### config.mk
export PLATFORM = sky130hd
export DESIGN_NAME = lcd_cmd_seq
export DESIGN_NICKNAME = d
export VERILOG_FILES = /design/src/rtl/lcd_cmd_pkg.sv /design/src/rtl/lcd_cmd_seq_watchdog.sv /design/src/rtl/lcd_cmd_seq.sv
export SDC_FILE = /design/constraint.sdc
export NUM_CORES = 1
export LEC_CHECK = 0
export ABC_AREA = 0
export CAP_MARGIN = 15
export CORE_UTILIZATION = 53
export CTS_CLUSTER_DIAMETER = 200
export DETAILED_ROUTE_END_ITERATION = 10
export PLACE_DENSITY = 0.85
export SYNTH_ARGS = -nofsm -noshare
export SYNTH_HDL_FRONTEND = slang
export SYNTH_HIERARCHICAL = 1
export SYNTH_SLANG_ARGS = --single-unit
export TNS_END_PERCENT = 10
### constraint.sdc
create_clock -name clk -period 4.59 [get_ports clk]
set_clock_uncertainty 0.1 [all_clocks]
set_input_delay 1.1475 -clock clk [delete_from_list [all_inputs] [get_ports clk]]
set_output_delay 1.1475 -clock clk [all_outputs]
set_load 0.005 [all_outputs]
### src/rtl/lcd_cmd_pkg.sv
// Shared definitions for the LCD command sequencer: opcodes, FSM encoding and
// the command ROM word layout.
package lcd_cmd_pkg;

  localparam logic [2:0] OP_WRITE       = 3'd0;
  localparam logic [2:0] OP_SHIFT_UP    = 3'd1;
  localparam logic [2:0] OP_SHIFT_DOWN  = 3'd2;
  localparam logic [2:0] OP_SHIFT_LEFT  = 3'd3;
  localparam logic [2:0] OP_SHIFT_RIGHT = 3'd4;
  localparam logic [2:0] OP_AVERAGE     = 3'd5;
  localparam logic [2:0] OP_MIRROR_X    = 3'd6;
  localparam logic [2:0] OP_MIRROR_Y    = 3'd7;

  // ROM word: {last, opcode[2:0]}
  localparam int OP_LSB   = 0;
  localparam int OP_MSB   = 2;
  localparam int LAST_BIT = 3;

  typedef enum logic [2:0] {
    S_IDLE,
    S_FETCH,
    S_LATCH,
    S_WAIT_RDY,
    S_ISSUE,
    S_GAP,
    S_WAIT_DONE,
    S_FINISH
  } seq_state_e;

endpackage

### src/rtl/lcd_cmd_seq_watchdog.sv
// Wait-state watchdog: counts cycles while enabled, flags expiry on the
// LIMIT-th consecutive enabled cycle.
module lcd_cmd_watchdog #(
  parameter int LIMIT = 1024
) (
  input  logic clk,
  input  logic reset,
  input  logic clr_i,
  input  logic en_i,
  output logic expired_o
);

  localparam int W = $clog2(LIMIT + 1);

  logic [W-1:0] cnt_q, cnt_d;

  assign expired_o = en_i && (cnt_q == W'(LIMIT - 1));

  always_comb begin
    cnt_d = cnt_q;
    if (clr_i)                   cnt_d = '0;
    else if (en_i && !expired_o) cnt_d = cnt_q + 1'b1;
  end

  always_ff @(posedge clk) begin
    if (reset) cnt_q <= '0;
    else       cnt_q <= cnt_d;
  end

endmodule

### src/rtl/lcd_cmd_seq.sv
// Command sequencer feeding the LCD controller from a synchronous command ROM.
// Define LCD_CMD_TIMEOUT_EN to add the wait-state watchdog and err flag.
module lcd_cmd_seq
  import lcd_cmd_pkg::*;
#(
  parameter int CMD_AW      = 6,
  parameter int TIMEOUT_CYC = 1024
) (
  input  logic              clk,
  input  logic              reset,
  input  logic              start,
  output logic              CROM_EN,
  output logic [CMD_AW-1:0] CROM_A,
  input  logic [3:0]        CROM_Q,
  input  logic              busy,
  input  logic              done,
  output logic [2:0]        cmd,
  output logic              cmd_valid,
  output logic              seq_busy,
  output logic              seq_done,
  output logic [CMD_AW:0]   cmd_count,
  output logic              err
);

  seq_state_e        state_q, state_d;
  logic              crom_en_q, crom_en_d;
  logic [CMD_AW-1:0] crom_a_q, crom_a_d;
  logic [2:0]        cmd_q, cmd_d, op_q, op_d;
  logic              last_q, last_d;
  logic              cmd_valid_q, cmd_valid_d;
  logic              seq_busy_q, seq_busy_d;
  logic              seq_done_q, seq_done_d;
  logic [CMD_AW:0]   cnt_q, cnt_d;
  logic              err_q, err_d;
  logic              timeout;

`ifdef LCD_CMD_TIMEOUT_EN
  logic in_wait;
  assign in_wait = (state_q == S_WAIT_RDY) || (state_q == S_WAIT_DONE);

  // The two wait states are never adjacent, so clearing outside them is
  // equivalent to clearing on entry.
  lcd_cmd_watchdog #(.LIMIT(TIMEOUT_CYC)) u_wdog (
    .clk       (clk),
    .reset     (reset),
    .clr_i     (!in_wait),
    .en_i      (in_wait),
    .expired_o (timeout)
  );
`else
  logic unused_timeout_cfg;
  assign unused_timeout_cfg = (TIMEOUT_CYC > 0);
  assign timeout = 1'b0;
`endif

  always_comb begin
    state_d     = state_q;
    crom_en_d   = 1'b0;
    crom_a_d    = crom_a_q;
    cmd_d       = cmd_q;
    op_d        = op_q;
    last_d      = last_q;
    cmd_valid_d = 1'b0;
    seq_busy_d  = seq_busy_q;
    seq_done_d  = seq_done_q;
    cnt_d       = cnt_q;
    err_d       = err_q;
    unique case (state_q)
      S_IDLE: if (start) begin
        seq_done_d = 1'b0;
        cnt_d      = '0;
        err_d      = 1'b0;
        crom_a_d   = '0;
        seq_busy_d = 1'b1;
        crom_en_d  = 1'b1;
        state_d    = S_FETCH;
      end
      S_FETCH: state_d = S_LATCH;
      S_LATCH: begin
        op_d    = CROM_Q[OP_MSB:OP_LSB];
        last_d  = CROM_Q[LAST_BIT];
        state_d = S_WAIT_RDY;
      end
      S_WAIT_RDY: begin
        if (!busy) begin
          cmd_d       = op_q;
          cmd_valid_d = 1'b1;
          cnt_d       = cnt_q + 1'b1;
          state_d     = S_ISSUE;
        end else if (timeout) begin
          err_d      = 1'b1;
          seq_busy_d = 1'b0;
          seq_done_d = 1'b1;
          state_d    = S_FINISH;
        end
      end
      S_ISSUE: begin
        if (op_q == OP_WRITE) begin
          state_d = S_WAIT_DONE;
        end else if (last_q || (&crom_a_q)) begin
          seq_busy_d = 1'b0;
          seq_done_d = 1'b1;
          state_d    = S_FINISH;
        end else begin
          crom_a_d = crom_a_q + 1'b1;
          state_d  = S_GAP;
        end
      end
      S_GAP: begin
        crom_en_d = 1'b1;
        state_d   = S_FETCH;
      end
      S_WAIT_DONE: begin
        if (done || timeout) begin
          err_d      = !done;
          seq_busy_d = 1'b0;
          seq_done_d = 1'b1;
          state_d    = S_FINISH;
        end
      end
      S_FINISH: state_d = S_IDLE;
      default:  state_d = S_IDLE;
    endcase
  end

  // Outputs are registered on entry to the state that owns them.
  always_ff @(posedge clk) begin
    if (reset) begin
      state_q     <= S_IDLE;
      crom_en_q   <= 1'b0;
      crom_a_q    <= '0;
      cmd_q       <= OP_SHIFT_UP;
      op_q        <= OP_SHIFT_UP;
      last_q      <= 1'b0;
      cmd_valid_q <= 1'b0;
      seq_busy_q  <= 1'b0;
      seq_done_q  <= 1'b0;
      cnt_q       <= '0;
      err_q       <= 1'b0;
    end else begin
      state_q     <= state_d;
      crom_en_q   <= crom_en_d;
      crom_a_q    <= crom_a_d;
      cmd_q       <= cmd_d;
      op_q        <= op_d;
      last_q      <= last_d;
      cmd_valid_q <= cmd_valid_d;
      seq_busy_q  <= seq_busy_d;
      seq_done_q  <= seq_done_d;
      cnt_q       <= cnt_d;
      err_q       <= err_d;
    end
  end

  assign CROM_EN   = crom_en_q;
  assign CROM_A    = crom_a_q;
  assign cmd       = cmd_q;
  assign cmd_valid = cmd_valid_q;
  assign seq_busy  = seq_busy_q;
  assign seq_done  = seq_done_q;
  assign cmd_count = cnt_q;
  assign err       = err_q;

endmodule

* Word-level counts from Yosys, hierarchy flattened
Index checks and enable logic that the tools add are counted.
W data, S select, Z words.
** Operators by class
- Add/sub/neg operators :: 2
- Equal/unequal tests :: 13
- Muxes and demuxes :: 28
- Bitwise operators :: 2
- Reductions and logical operators :: 16
** Operators with widths (number)
- $pmux W3 S8 :: 1
- $mux W6 :: 3
- $mux W7 :: 2
- $pmux W7 S2 :: 1
- $eq A3 B3 Y1 const B :: 4
- $ne A2 B2 Y1 const B :: 6
- $pmux W6 S2 :: 1
- $mux W1 :: 11
- $mux W3 :: 3
- $reduce_and A3 Y1 :: 3
- $add A7 B1 Y7 const B :: 1
- $add A6 B1 Y6 const B :: 1
- $eq A3 B2 Y1 const B :: 2
- $logic_not A3 Y1 :: 2
- $pmux W1 S3 :: 2
- $reduce_and A6 Y1 :: 1
- $reduce_bool A2 Y1 :: 3
- $reduce_and A5 Y1 :: 1
- $mux W2 :: 2
- $pmux W1 S2 :: 2
- $reduce_and A4 Y1 :: 1
- $eq A3 B1 Y1 const B :: 1
- $reduce_bool A3 Y1 :: 1
- $not A1 Y1 :: 2
- other kinds (4) :: 4
** Storage, ports and cells
- Register bits :: 28
- Logic and storage cells :: 72

* Depth between registers and ports, before layout
Gate-level depths: netlist (run 1).
- Depth after elaboration :: 5
- Gate-level depth with buffers :: 6
- Mapped depth without buffers :: 5

* Worst setup path after synthesis (run 1)
OpenSTA, ideal clock, no wires.
- Path type :: input port to flip-flop
- Start point :: in start
- End point :: reg cnt_q[3] (netlist: cmd_count[3])
- Setup time :: 59 ps
- Arrival time :: 2280 ps
- Data required time :: 4431 ps
- Path slack :: 2150 ps
- Cell stages on the path :: 4
- Path through :: or3b_4 > a21o_1 > or4_1 > nand2_1
** Between the ends
- Word-level cells in the longest chain between the ends :: 2
** RTL lines
- start: declaration :: line lcd_cmd_seq.sv:11 : input logic start,
- $ne A2 B2 Y1 (no source line)
- $reduce_and A3 Y1 (no source line)
- end signal: assignment :: line lcd_cmd_seq.sv:150 : cnt_q <= cnt_d;
- end: declaration :: line lcd_cmd_seq.sv:33 : logic [CMD_AW:0] cnt_q, cnt_d;
Every way passes these cells.
A chain may end at the register's enable or synchronous reset.

==> flow_summary.json, run 1 <==
{
  "r2r_cells": 4,
  "ir_worst_vdd_v": 0.0002154,
  "grt_util_all_layers_pct": 26.35,
  "cp.required_ns": 4.78,
  "worstMarginPinSlew_ns": 0.6887,
  "yosysSeqAreaShare_pct": 41.56,
  "clk_latency_ns": 0.33,
  "antenna_found_initial": 0,
  "cts_htree_levels": 1,
  "mostFrequentLayoutCells": "clkdlybuf4s50_1 (29), dfxtp_1 (28), nand2_1 (20)",
  "hold_class": "flop to flop",
  "wl_per_cell_um": 15.14,
  "yosysWarnings": 6,
  "synth-seq-cells": 28,
  "clkTransAtPathRegs_ns": 0.15,
  "ys.flop_type": "dfxtp_1",
  "hold_buffers": 0,
  "min_period_over_period_pct": 60.86,
  "yosysTopAreaCell": "dfxtp_1",
  "firstDrtPassIters": 4,
  "post_cts_resized": 0,
  "die_y_um": 52.45,
  "synth_area_leaders": "dfxtp_1 (42%), nand2_1 (5.6%), mux2i_1 (5.2%)",
  "netlist_area_sq_mm": 0.001349,
  "async_flop_share_pct": 0,
  "p_sw_share_pct": 25.30,
  "nNetsFinal": 193,
  "syn_inst": 157,
  "core_area_sq_mm": 0.002297,
  "num_vias": 1244,
  "p_int_uw": 372.7,
  "setup_viol": 0,
  "tns_ns": 0,
  "drt-vias-per-instance": 5.952,
  "numPortBuffers": 29,
  "layout_commonest_cell": "clkdlybuf4s50_1",
  "drv_cap": 0,
  "syn_to_final_growth_pct": 25.23,
  "p_leak_nw": 0.6256,
  "switchingPower_uw": 126.2,
  "ant_nets": 0,
  "cp-end-kind": "flop",
  "slew_headroom_pct": 54.02,
  "synth_fp_nets": 168,
  "slew_violations": 0,
  "hpwlAfterDp_mm": 2.317,
  "critical_path_class": "primary input to flop",
  "avgSynthCellArea_sq_um": 8.591,
  "root_buffer": "clkbuf_4",
  "synth_edf_count": 0,
  "grt_max_degree": 22,
  "holdPathStages": 1,
  "power.density_mw_per_mm2": 295.3,
  "antenna_cells": 0,
  "globalplace.congestion": 0.8020,
  "drc": 0,
  "routed_wl_mm": 3.165,
  "power_frac_clock_pct": 32.6,
  "critPathMaxFanout": 20,
  "post_cts_buffers": 0,
  "pwr-share-comb_pct": 13.5,
  "ios": 30,
  "rsz0062_at_grt": "false",
  "die-area_sq_mm": 0.002750,
  "num_rows": 17,
  "first_iter_violations": 26,
  "cts.sinks": 28,
  "synth_top_area_share_pct": 41.56,
  "first_global_vias": 1229,
  "synth.distinct_cells": 45,
  "grt_pass1_wl_mm": 5.299,
  "gr-total-overflow": 0,
  "die_x_um": 52.45,
  "worstPathArrival_ns": 2.98,
  "clk_path_buf_depth": 2,
  "cts_tree": "done",
  "max_freq_mhz": 358.0,
  "status": "finished, final reports clean",
  "hold_viol_final": 0,
  "pwr-share-seq_pct": 53.9,
  "finalInstanceArea_sq_mm": 0.001689,
  "cp-start-kind": "primary input",
  "start_util_pct": 58.71,
  "cts_buffers": 3,
  "drive_gt1_share_pct": 4.972,
  "dpl_cell_area_sq_mm": 0.001637,
  "min_period_ns": 2.793
}
layer usage:
layer	share of wire (%)	global-route usage, %	up-vias
li1	-	-	617
met1	43	29.00	581
met2	51	48.10	34
met3	3.3	3.188	12
met4	2.6	14.47	0
met5	0	0	-
worst paths after layout:
kind	from	endpoint	slack (ns)
worst max register to register	state_q[1]$_SDFFE_PP0P_	cmd_count[4]$_SDFFE_PP0P_	2.48
worst min register to register	err$_SDFFE_PP0P_	err$_SDFFE_PP0P_	0.37
worst max-delay path	reset	cmd_count[4]$_SDFFE_PP0P_	1.80
worst min-delay path	err$_SDFFE_PP0P_	err$_SDFFE_PP0P_	0.37
final cells by class:
cell class,count,area (sq um)
clock buffers,3,22.52
clock inverters,1,30.03
fillers,197,608.1
inverters,6,22.52
multi-input cells,114,728.2
flip-flops and latches,28,560.5
well taps,28,35.03
repair buffers,29,290.3
synth_stat cells, types with 3 or more instances:
cell type / count
nor2b_1: 3
nand3_1: 11
o31ai_1: 3
inv_1: 6
nand2_1: 20
mux2i_1: 7
dfxtp_1: 28
or3_1: 5
buf_2: 3
clkbuf_1: 4
a211oi_1: 3
nor2_1: 9
or4_1: 4
a21oi_1: 11
stage by stage:
step	power [mW]	cells	hold slack, ns	utilization (%)	setup slack (ns)
final	0.4989	209	0.3697	73.53	1.797
after global routing	0.5182	209	0.3978	73.53	1.690
after CTS	0.4989	209	0.3717	73.53	1.829
after detailed placement	0.3399	205	0.3441	71.24	1.465
after global placement	0.3358	205	0.3494	71.24	1.509
after floorplan	0.3167	157	0.3433	-	2.150
power groups by stage:
stage                     logic [mW]  clock network (mW)  registers, mW
final                         0.0676               0.163          0.269
after global routing          0.0743               0.173          0.271
after CTS                     0.0669               0.164          0.268
after detailed placement      0.0666                   0          0.273
after global placement        0.0632                   0          0.273
after floorplan               0.0541                   0          0.263
critical path, stage by stage:
cell,delay [ns]
clkdlybuf4s50_1,0.76
or2_1,0.46
or4_1,0.54
nand2_1,0.08
cells by family after synthesis:
kind of cell,count (synthesis),synth area share [%]
AND/OR/NAND/NOR,69,27.74
AO/OA/AOI/OAI,33,17.07
flip-flops,28,41.56
buffers and inverters,15,4.452
multiplexers,8,6.030
XOR/XNOR,2,1.299
adder cells (fa/ha/maj),2,1.855
registers in the layout (all words and copies together), names as in the netlist:
| register | flops |
|---|---|
| cmd_count | 7 |
| CROM_A | 6 |
| cmd | 3 |
| op_q | 3 |
| state_q | 3 |
| CROM_EN | 1 |
| cmd_valid | 1 |
| err | 1 |
| last_q | 1 |
| seq_busy | 1 |
| seq_done | 1 |
Power figures use the tool's default switching activity.
==> run 2, diff against run 1 <==
--- a/config.mk
+++ b/config.mk
@@ -7,10 +7,10 @@
 export LEC_CHECK = 0
 export ABC_AREA = 0
 export CAP_MARGIN = 15
-export CORE_UTILIZATION = 53
+export CORE_UTILIZATION = 49
 export CTS_CLUSTER_DIAMETER = 200
 export DETAILED_ROUTE_END_ITERATION = 10
-export PLACE_DENSITY = 0.85
+export PLACE_DENSITY = 0.8
 export SYNTH_ARGS = -nofsm -noshare
 export SYNTH_HDL_FRONTEND = slang
 export SYNTH_HIERARCHICAL = 1
==> constraint.sdc (replaced) <==
create_clock -name clk -period 2.7 [get_ports clk]
set_clock_uncertainty 0.1 [all_clocks]
set_input_delay 0.675 -clock clk [delete_from_list [all_inputs] [get_ports clk]]
set_output_delay 0.675 -clock clk [all_outputs]
set_load 0.005 [all_outputs]
==> run 2 against run 1 <==
Net effect: die area is 7.9% higher; power is 56% higher; first-iteration DRC count is 42% lower; largest cell class unchanged; critical path type unchanged; hold slack worse by 0.0060 ns.
==> flow_summary.json, run 2 (synthesis gave the netlist of run 1 again) <==
{
  "mostFrequentLayoutCells": "clkdlybuf4s50_1 (29), dfxtp_1 (28), nand2_1 (20)",
  "layout_commonest_cell": "clkdlybuf4s50_1",
  "largest_register_ff_count": 7,
  "power.density_mw_per_mm2": 459.6,
  "drv_cap": 0,
  "gr-total-overflow": 0,
  "drive_gt1_share_pct": 6.011,
  "critPathSlowestCell": "clkdlybuf4s50_1",
  "use_met3_pct": 4.167,
  "first_global_vias": 1094,
  "nNetsFinal": 195,
  "ios": 30,
  "ant_nets": 0,
  "min_period_ns": 2.267,
  "worstPathArrival_ns": 2.46,
  "cts_buffers": 3,
  "hold_viol_final": 0,
  "post_cts_buffers": 0,
  "cp.required_ns": 2.89,
  "num_rows": 18,
  "drt-vias-per-instance": 5.761,
  "hold_class": "flop to flop",
  "drc": 0,
  "clk_path_buf_depth": 2,
  "globalplace.congestion": 0.7712,
  "busiest_layer": "met2",
  "dpl_cell_area_sq_mm": 0.001654,
  "met2_usage_pct": 36.59,
  "cts.sinks": 28,
  "wl_per_cell_um": 13.40,
  "num_vias": 1227,
  "fillers": 209,
  "cts_htree_levels": 1,
  "grt_pass1_wl_mm": 4.643,
  "antenna_cells": 0,
  "hold_buffers": 0,
  "min_period_over_period_pct": 83.96,
  "status": "finished, final reports clean",
  "critPathMaxFanout": 7,
  "cp_cell_sequence": "clkdlybuf4s50_1 > or3b_4 > a21o_1 > or4_1 > nand2_1",
  "root_buffer": "clkbuf_4",
  "die_x_um": 54.47,
  "critical_path_class": "primary input to flop",
  "slew_violations": 0,
  "rsz0062_at_grt": "false",
  "numPortBuffers": 29,
  "ir_worst_vdd_v": 0.0004466,
  "cp-end-kind": "flop",
  "firstDrtPassIters": 4,
  "slowest_delay_ns": 0.54,
  "setup_viol": 0,
  "tns_ns": 0,
  "grtUsageMet1_pct": 26.95,
  "slew_headroom_pct": 52.76,
  "cp-start-kind": "primary input",
  "core_area_sq_mm": 0.002545,
  "post_cts_resized": 0,
  "start_util_pct": 53.00,
  "routed_wl_mm": 2.854,
  "hpwlAfterDp_mm": 2.098,
  "syn_to_final_growth_pct": 25.32,
  "grt_util_all_layers_pct": 21.40,
  "worstMarginPinSlew_ns": 0.7076,
  "p_leak_nw": 0.6289,
  "max_freq_mhz": 441.1,
  "grt_max_degree": 22,
  "die-area_sq_mm": 0.002966,
  "first_iter_violations": 15,
  "clk_latency_ns": 0.33,
  "cts_tree": "done",
  "finalInstanceArea_sq_mm": 0.001690,
  "antenna_found_initial": 0,
  "die_y_um": 54.47,
  "clkTransAtPathRegs_ns": 0.15
}
==> run 2: critical path: cells and delay by family <==
family	cells	cell delay (ns)
and+or+nand+nor	3	0.97
buffers and inverters	1	0.54
AOI/OAI and AO/OA	1	0.26
==> run 2: final cells by class <==
class	count	area (sq um)	share of cell area, %
multi-input cells	114	728.2	43.08
flip-flops and latches	28	560.5	33.16
repair buffers	31	305.3	18.06
well taps	30	37.54	2.221
clock buffers	4	36.28	2.147
inverters	6	22.52	1.332
==> run 2: layer usage <==
layer / up-vias / wire, um
li1: 618 / -
met5: - / 0
met4: 0 / 31
met1: 582 / 1407
met3: 4 / 89
met2: 23 / 1326
==> run 2: per-stage QoR <==
stage                     hold WS (ns)  util [%]  total power, mW  instances  worst slack (ns)
after floorplan                 0.3433         -           0.5385        157            0.7329
after global placement          0.3393     65.00           0.5733        209            0.1339
after detailed placement        0.3475     65.00           0.5779        209           0.08759
after CTS                       0.3669     66.42           0.7812        213            0.4435
after global routing            0.3829     66.42           0.8134        213            0.3909
final                           0.3637     66.42           0.7768        213            0.4330
==> run 2: where the power goes <==
part	total, mW	internal, mW	switching [mW]
Sequential	0.455	0.428	0.0274
Clock	0.207	0.0827	0.124
Combinational	0.115	0.0569	0.0581
Total	0.777	0.567	0.209
==> run 2: path summary, 6_finish.rpt <==
kind / slack, ns / end / from / depth (start not counted)
hold reg to reg: 0.36 / err$_SDFFE_PP0P_ / err$_SDFFE_PP0P_ / 1
setup reg to reg: 0.61 / cmd_count[4]$_SDFFE_PP0P_ / state_q[1]$_SDFFE_PP0P_ / 4
setup / recovery: 0.43 / cmd_count[4]$_SDFFE_PP0P_ / start / 5
hold / removal: 0.36 / err$_SDFFE_PP0P_ / err$_SDFFE_PP0P_ / 1
==> run 3, diff against run 2 <==
--- a/config.mk
+++ b/config.mk
@@ -7,10 +7,10 @@
 export LEC_CHECK = 0
 export ABC_AREA = 0
 export CAP_MARGIN = 15
-export CORE_UTILIZATION = 49
+export CORE_UTILIZATION = 44
 export CTS_CLUSTER_DIAMETER = 200
 export DETAILED_ROUTE_END_ITERATION = 10
-export PLACE_DENSITY = 0.8
+export PLACE_DENSITY = 0.76
 export SYNTH_ARGS = -nofsm -noshare
 export SYNTH_HDL_FRONTEND = slang
 export SYNTH_HIERARCHICAL = 1
==> constraint.sdc (replaced) <==
create_clock -name clk -period 2.01 [get_ports clk]
set_clock_uncertainty 0.1 [all_clocks]
set_input_delay 0.5025 -clock clk [delete_from_list [all_inputs] [get_ports clk]]
set_output_delay 0.5025 -clock clk [all_outputs]
set_load 0.005 [all_outputs]
==> run 3 against run 2 <==
Net effect: the run now ends with design-rule violations left; power increased by 33%; design area increased by 7.0%; via count increased by 6.2%; core utilization decreased by 2.5 points; die area increased by 11%; non-clock buffer count increased by 17; clock power increased by 8%; sequential power increased by 31%; combinational power increased by 86%; critical path type is now flop to output pin.
==> flow_summary.json, run 3 (synthesis gave the netlist of run 1 again) <==
{
  "syn_to_final_growth_pct": 34.04,
  "met2_usage_pct": 36.05,
  "first_global_vias": 1204,
  "numPortBuffers": 29,
  "cts_tree": "done",
  "critical_path.startpoint": "cmd_count[2]$_SDFFE_PP0P_",
  "gr-total-overflow": 0,
  "max_freq_mhz": 518.8,
  "cts.sinks": 28,
  "drive_gt1_share_pct": 13.57,
  "mostFrequentLayoutCells": "dfxtp_1 (28), clkdlybuf4s50_1 (28), nand2_1 (20)",
  "cp.required_ns": 1.41,
  "holdCritStartpoint": "err$_SDFFE_PP0P_",
  "multi_input_area_sq_um": 728.2,
  "worstPathArrival_ns": 1.33,
  "cp-end-kind": "output pin",
  "slowest_delay_ns": 0.54,
  "die_y_um": 57.37,
  "cp_num_buf_inv": 1,
  "seq_area_sq_um": 560.5,
  "ant_nets": 0,
  "slew_headroom_pct": 69.97,
  "die-area_sq_mm": 0.003291,
  "num_rows": 19,
  "rsz0062_at_grt": "false",
  "core_area_sq_mm": 0.002829,
  "power.density_mw_per_mm2": 571.1,
  "num_vias": 1303,
  "critPathSlowestCell": "clkdlybuf4s50_1",
  "busiest_layer": "met2",
  "use_met3_pct": 2.041,
  "grt_pass1_wl_mm": 5.161,
  "hold_ws_ns": 0.3648,
  "setup_ws_ns": 0.08245,
  "start_util_pct": 47.68,
  "p_total_mw": 1.032,
  "status": "finished with violations",
  "clk_latency_ns": 0.32,
  "hold_class": "flop to flop",
  "slew_violations": 0,
  "cp_cell_sequence": "clkdlybuf4s50_1",
  "routed_wl_mm": 3.087,
  "first_iter_violations": 27,
  "dpl_cell_area_sq_mm": 0.001775,
  "cts_buffers": 3,
  "crit_family": "buffers and inverters",
  "drc": 2,
  "critical_path_class": "flop to output pin",
  "drt-vias-per-instance": 5.665,
  "reg2reg_from": "CROM_A[0]$_SDFFE_PP0P_",
  "r2r_cells": 5,
  "hpwlAfterDp_mm": 2.316,
  "ir_worst_vdd_v": 0.0003321,
  "nNetsFinal": 212,
  "setup_viol": 0,
  "min_period_over_period_pct": 95.90,
  "cp-start-kind": "flop",
  "grt_util_all_layers_pct": 20.21,
  "hold_path_end": "err$_SDFFE_PP0P_",
  "globalplace.congestion": 0.8012,
  "hold_viol_final": 0,
  "r2r_slack_ns": 0.15,
  "wl_per_cell_um": 13.42,
  "reg2reg_to": "CROM_A[3]$_SDFFE_PP0P_",
  "antenna_found_initial": 0,
  "p_leak_nw": 0.7109,
  "fillers": 254,
  "min_period_ns": 1.928,
  "holdPathStages": 1,
  "die_x_um": 57.37,
  "clk_path_buf_depth": 2,
  "antenna_cells": 0,
  "grtUsageMet1_pct": 24.82,
  "clkTransAtPathRegs_ns": 0.14,
  "finalInstanceArea_sq_mm": 0.001808,
  "drv_cap": 0,
  "grt_max_degree": 20,
  "firstDrtPassIters": 9,
  "largest_register_ff_count": 7,
  "ios": 30,
  "tns_ns": 0,
  "violations": "design-rule violations",
  "root_buffer": "clkbuf_4",
  "post-place-ws_ns": -0.3483,
  "cts_htree_levels": 1,
  "critPathMaxFanout": 6,
  "worstMarginPinSlew_ns": 0.4498
}
-- run 3: changes by cell type in the layout (fill, tap and decap cells not counted) --
cell	before	now
dlymetal6s2s_1	0	1
buf_4	2	19
clkbuf_8	1	0
clkdlybuf4s50_1	29	28
-- run 3: worst max-delay path by stage --
stage                                            to  cells after the start
after global routing          seq_done$_SDFFE_PP0P_                      5
final                                  cmd_count[2]                      1
after detailed placement  cmd_count[3]$_SDFFE_PP0P_                      5
after global placement    cmd_count[4]$_SDFFE_PP0P_                      5
after floorplan           cmd_count[3]$_SDFFE_PP0P_                      4
after CTS                 cmd_count[3]$_SDFFE_PP0P_                      5
-- run 3: stage by stage --
stage	cells	utilization, %
after floorplan	157	-
after global placement	226	62.76
after detailed placement	226	62.76
after CTS	229	63.56
after global routing	230	63.91
final	230	63.91
-- run 3: final cells by class --
| class | instances | area share, % |
|---|---|---|
| Tap cell | 31 | 2.145 |
| Inverter | 6 | 1.246 |
| Multi-Input combinational cell | 114 | 40.28 |
| Sequential cell | 28 | 31.00 |
| Clock buffer | 3 | 1.246 |
| Timing Repair Buffer | 48 | 24.08 |
-- run 3: power breakdown --
group | leakage (nW) | internal (mW) | switching (mW)
clock | 0.0138 | 0.0702 | 0.153
sequential | 0.227 | 0.575 | 0.0212
combinational | 0.470 | 0.112 | 0.102
-- run 3: what timing repair did --
| item | CTS | global route |
|---|---|---|
| hold buffers | 0 | 0 |
| pin swaps | 1 | 1 |
| endpoints found under the setup margin | 1 | 3 |
| buffers inserted | 0 | 1 |
| endpoints found under the hold margin | 0 | 0 |
| resized for setup | 0 | 1 |
-- run 3: metal layers --
layer | wire length (um) | vias up
li1 | - | 657
met1 | 1367 | 613
met2 | 1594 | 27
met3 | 81 | 6
met4 | 44 | 0
met5 | 0 | -
